## src/rtl/ajuste_hora.sv

```systemverilog
// Time-setting FSM: edits a BCD hh:mm:ss copy and strobes it back to the
// time-keeper on commit, or drops it on reset or inactivity timeout.
module ajuste_hora #(
    parameter logic [15:0] TIMEOUT = 16'd50000
) (
    input  logic       clk,
    input  logic       reset,
    input  logic       btn_set,
    input  logic       btn_up,
    input  logic       btn_down,
    input  logic       btn_left,
    input  logic       btn_right,
    input  logic [7:0] hh_in,
    input  logic [7:0] mm_in,
    input  logic [7:0] ss_in,
    output logic [7:0] hh_out,
    output logic [7:0] mm_out,
    output logic [7:0] ss_out,
    output logic [1:0] campo,
    output logic       editando,
    output logic       wr_stb
);

    typedef enum logic [1:0] {IDLE, EDIT, COMMIT} state_t;

    state_t      state, state_nx;
    logic [7:0]  hh_nx, mm_nx, ss_nx;
    logic [1:0]  campo_nx;
    logic [15:0] cnt, cnt_nx;
    logic        editando_nx, wr_nx;
    logic        any_btn;

    function automatic logic [7:0] bcd_inc(input logic [7:0] v,
                                           input logic [7:0] max);
        if (v == max)
            return 8'h00;
        if (v[3:0] == 4'd9)
            return {v[7:4] + 4'd1, 4'd0};
        return {v[7:4], v[3:0] + 4'd1};
    endfunction

    function automatic logic [7:0] bcd_dec(input logic [7:0] v,
                                           input logic [7:0] max);
        if (v == 8'h00)
            return max;
        if (v[3:0] == 4'd0)
            return {v[7:4] - 4'd1, 4'd9};
        return {v[7:4], v[3:0] - 4'd1};
    endfunction

    // Out-of-range or non-BCD input starts the edit from zero.
    function automatic logic [7:0] sanitize(input logic [7:0] v,
                                            input logic [7:0] max);
        if (v[3:0] > 4'd9 || v > max)
            return 8'h00;
        return v;
    endfunction

    assign any_btn = btn_set | btn_up | btn_down | btn_left | btn_right;

    always_comb begin
        state_nx = state;
        hh_nx    = hh_out;
        mm_nx    = mm_out;
        ss_nx    = ss_out;
        campo_nx = campo;
        cnt_nx   = cnt;
        unique case (state)
            IDLE: begin
                if (btn_set) begin
                    state_nx = EDIT;
                    hh_nx    = sanitize(hh_in, 8'h23);
                    mm_nx    = sanitize(mm_in, 8'h59);
                    ss_nx    = sanitize(ss_in, 8'h59);
                    campo_nx = 2'd2;
                    cnt_nx   = 16'd0;
                end
            end
            EDIT: begin
                if (btn_set) begin
                    state_nx = COMMIT;
                    cnt_nx   = 16'd0;
                end else begin
                    if (any_btn) begin
                        cnt_nx = 16'd0;
                    end else if (cnt == TIMEOUT - 16'd1) begin
                        state_nx = IDLE;
                        cnt_nx   = 16'd0;
                    end else begin
                        cnt_nx = cnt + 16'd1;
                    end
                    // Value change targets the field selected before the move.
                    if (btn_up ^ btn_down) begin
                        case (campo)
                            2'd0: ss_nx = btn_up ? bcd_inc(ss_out, 8'h59)
                                                 : bcd_dec(ss_out, 8'h59);
                            2'd1: mm_nx = btn_up ? bcd_inc(mm_out, 8'h59)
                                                 : bcd_dec(mm_out, 8'h59);
                            default: hh_nx = btn_up ? bcd_inc(hh_out, 8'h23)
                                                    : bcd_dec(hh_out, 8'h23);
                        endcase
                    end
                    if (btn_left ^ btn_right) begin
                        if (btn_left)
                            campo_nx = (campo == 2'd2) ? 2'd0 : campo + 2'd1;
                        else
                            campo_nx = (campo == 2'd0) ? 2'd2 : campo - 2'd1;
                    end
                end
            end
            COMMIT: state_nx = IDLE;
            default: state_nx = IDLE;
        endcase
        editando_nx = (state_nx == EDIT);
        wr_nx       = (state_nx == COMMIT);
    end

    always_ff @(posedge clk) begin
        if (reset) begin
            state    <= IDLE;
            hh_out   <= 8'h00;
            mm_out   <= 8'h00;
            ss_out   <= 8'h00;
            campo    <= 2'd0;
            cnt      <= 16'd0;
            editando <= 1'b0;
            wr_stb   <= 1'b0;
        end else begin
            state    <= state_nx;
            hh_out   <= hh_nx;
            mm_out   <= mm_nx;
            ss_out   <= ss_nx;
            campo    <= campo_nx;
            cnt      <= cnt_nx;
            editando <= editando_nx;
            wr_stb   <= wr_nx;
        end
    end

endmodule

```

## config.mk

```make
export PLATFORM = sky130hd
export DESIGN_NAME = ajuste_hora
export DESIGN_NICKNAME = d
export VERILOG_FILES = /design/src/rtl/ajuste_hora.sv
export SDC_FILE = /design/constraint.sdc
export NUM_CORES = 1
export LEC_CHECK = 0
export CAP_MARGIN = 20
export CORE_MARGIN = 2
export CORE_UTILIZATION = 51
export DETAILED_ROUTE_END_ITERATION = 10
export PLACE_DENSITY = 0.77
export SLEW_MARGIN = 20
export SYNTH_ARGS = -nofsm -noshare
export SYNTH_HDL_FRONTEND = slang
export SYNTH_SLANG_ARGS = --single-unit
```

## constraint.sdc

```tcl
create_clock -name clk -period 2.5 [get_ports clk]
set_input_delay 0.25 -clock clk [delete_from_list [all_inputs] [get_ports clk]]
set_output_delay 0.25 -clock clk [all_outputs]
set_load 0.005 [all_outputs]
```

==> flow_metrics.env <==
export IMPL_firstDrtPassIters=5
export IMPL_dieArea_um2=7895
export IMPL_drt_iter0_markers=269
export IMPL_grt_overflow=0
export IMPL_swShare_pct=34.92
export IMPL_skew_ns=0.009902
export IMPL_async_flop_share_pct=0
export IMPL_netlist_instances=468
export IMPL_clock_path_buffers=2
export IMPL_via_per_inst=6.287
export IMPL_htreeDepth=2
export IMPL_area_delta_synth_final_pct=21.02
export IMPL_tightest_slew_ns=0.6772
export IMPL_antenna_cells=0
export IMPL_dp_cells=608
export IMPL_tritoncts_num_sinks=46
export IMPL_die_x_um=88.86
export IMPL_maxCapViolCount=0
export IMPL_yosys_register_bits=46
export IMPL_dp_hpwl_mm=7.305
export IMPL_yosys_warnings=0
export IMPL_post_cts_buffers=0
export IMPL_synth_edf_count=0
export IMPL_critPathLaunchType="flop"
export IMPL_cts_root_buf="clkbuf_8"
export IMPL_synth_adder_area_share_pct=8.177
export IMPL_hold_viol=0
export IMPL_clk_pin_slew_worst_paths_ns=0.10
export IMPL_die_h_um=88.86
export IMPL_synth_top_cell_by_area="dfxtp_1"
export IMPL_p_per_area_nw_per_um2=436.4
export IMPL_final_cells=616
export IMPL_critPathKind="flop to flop"
export IMPL_core_area_um2=6869
export IMPL_power_switching_uw=677.2
export IMPL_wl_mm=10.09
export IMPL_cts_resized=0
export IMPL_synthMuxAreaShare_pct=1.124
export IMPL_initial_core_util_pct=53.46
export IMPL_hp_class="flop to flop"
export IMPL_portBuffers=58
export IMPL_antenna_found_initial=0
export IMPL_end_kind="flop"
export IMPL_grt_util_all_layers_pct=26.20
export IMPL_synthXorXnorAreaFrac_pct=0.9540
export IMPL_combPwrFrac_pct=30.8
export IMPL_maxSlewViolCount=0
export IMPL_grt_pass1_wl_mm=16.48
export IMPL_grt_pass1_vias=3513
export IMPL_grt_max_degree=35
export IMPL_synthesis_area_um2=3672
export IMPL_io_pin_count=59
export IMPL_numCtsBuffers=5
export IMPL_rsz0062_at_grt="no"
export IMPL_worstPathRequired_ns=2.72
export IMPL_post_drt_wl_per_cell_um=16.38
export IMPL_drtAntennaViolNets=0
export IMPL_synth_commonest_cells="46 x dfxtp_1, 41 x nor2_1, 37 x o21ai_0"
export IMPL_synth_top_family_by_area="compound AO/OA/AOI/OAI gates"
export IMPL_finalSetupViolations=0
export IMPL_syn_avg_cell_area_um2=7.847
export IMPL_synth_compound_area_share_pct=30.83
export IMPL_hold_buffers=0
export IMPL_peakVddDrop_mv=0.2727
export IMPL_internal_power_uw=1262
export IMPL_synth_top_area_share_pct=25.08
export IMPL_row_count=30
export IMPL_num_nets_final=574
export IMPL_setup_tns_ns=0
export IMPL_drive_gt1_share_pct=8.462
export IMPL_tritoncts="yes"
export IMPL_place_gp_congestion=0.9166
export IMPL_timing_final_crit_share_pct=91.96
export IMPL_pwr_share_clk_pct=25.0
export IMPL_synth_most_common_cell="dfxtp_1"
export IMPL_ys_flop_type="dfxtp_1"
export IMPL_yosys_area_share_simple_pct=28.01
export IMPL_status="finished clean"
export IMPL_crit_path_max_fanout=8
export IMPL_seqPwrFrac_pct=44.1
export IMPL_period_needed_ns=2.299
export IMPL_drc=0
export IMPL_max_slew_margin_rel_pct=54.53
export IMPL_p_leak_uw=0.001526
export IMPL_synth_seq_area_share_pct=25.08
export IMPL_synth_distinct_cells=77
export IMPL_synth_fp_nets=523
export IMPL_synth_top_cells_by_area="dfxtp_1 25%, ha_1 8.2%, o21ai_0 5.0%, a21oi_1 4.8%, nor2_1 4.2%"
export IMPL_max_freq_ghz=0.4350
export IMPL_insertion_delay_ns=0.31
export IMPL_dr_total_vias=3873
export IMPL_critPathArrivalTime_ns=2.52
==> critical path, stage by stage, from the launching register on <==
cell	delay [ns]
dfxtp_1	0.46
inv_1	0.12
ha_1	0.24
and4b_1	0.24
a311oi_1	0.52
a21boi_4	0.17
nand2b_1	0.19
a221oi_2	0.28
==> layout by cell type (no fill, tap or decap), types with 3 or more instances in the layout <==
| cell | count |
|---|---|
| nor3b_1 | 4 |
| nor2_1 | 41 |
| o21ai_0 | 37 |
| nand4_1 | 3 |
| ha_1 | 24 |
| or2_2 | 4 |
| nand3b_1 | 7 |
| a22oi_1 | 3 |
| clkdlybuf4s50_1 | 58 |
| a211oi_1 | 8 |
| a31oi_1 | 14 |
| or3_1 | 3 |
| clkbuf_8 | 5 |
| and3b_1 | 3 |
| or3b_2 | 3 |
| a32oi_1 | 5 |
| mux2i_1 | 3 |
| nor3_1 | 16 |
| a21oi_1 | 35 |
| a221oi_1 | 3 |
| nand2_1 | 31 |
| and3_1 | 8 |
| o31ai_1 | 3 |
| inv_1 | 20 |
| dfxtp_1 | 46 |
| nor2b_1 | 7 |
| nand3_1 | 20 |
| a311oi_1 | 17 |
| o211ai_1 | 3 |
| nor4_1 | 5 |
| buf_4 | 16 |
| nand2b_1 | 6 |
==> worst paths after layout <==
path             start   endpoint  slack [ns]  cells after the start
max          hh_out[1]  hh_out[6]        0.20                      7
min            cnt[15]    cnt[15]        0.51                      1
max reg2reg  hh_out[1]  hh_out[6]        0.20                      7
min reg2reg    cnt[15]    cnt[15]        0.51                      1
==> layout make-up <==
cell class	count	area, µm²
Clock buffer	5	68.82
Clock inverter	3	21.27
Fill cell	596	2425
Inverter	20	75.07
Multi-Input combinational cell	372	2537
Sequential cell	46	920.9
Tap cell	96	120.1
Timing Repair Buffer	74	700.7
==> power by group through the flow <==
stage	registers, µW	logic, µW	clock network, µW
6_report	856	598	485
5_1_grt	865	660	527
4_1_cts	853	593	494
3_5_place_dp	870	589	0
3_3_place_gp	868	573	0
2_1_floorplan	835	385	0
==> metrics by stage <==
stage	cell area, µm²	util (%)	worst slack [ns]	power (µW)	hold slack [ns]
floorplan	3672	-	0.4994	1220	0.3959
global placement	4354	63.39	0.2180	1441	0.4782
detailed placement	4354	63.39	0.1021	1458	0.4886
CTS	4444	64.70	0.2214	1940	0.5080
global route	4444	64.70	0.03477	2052	0.5341
finish	4444	64.70	0.2011	1939	0.5056
==> flip-flops by register name (all words and copies together) (netlist names) <==
signal    count
wr_stb        1
ss_out        8
mm_out        8
editando      1
cnt          16
campo         2
state         2
hh_out        8
==> routing by layer <==
metal	share of wire [%]	global-route usage, %	vias to the layer above	wire [µm]
met1	47	36.57	1811	4693
li1	-	-	1890	-
met5	0	0	-	0
met3	5.8	4.384	18	582
met2	46	41.04	154	4638
met4	1.7	8.540	0	175
==> logic make-up (layout without fill, tap and decap cells) <==
family,Yosys count,in the layout
AOI/OAI and AO/OA,158,158
adders and majority gates,24,24
buffers and inverters,50,102
and+or+nand+nor,182,182
DFF,46,46
muxes,4,4
xor gates and xnor gates,4,4
Power figures use the tool's default switching activity.
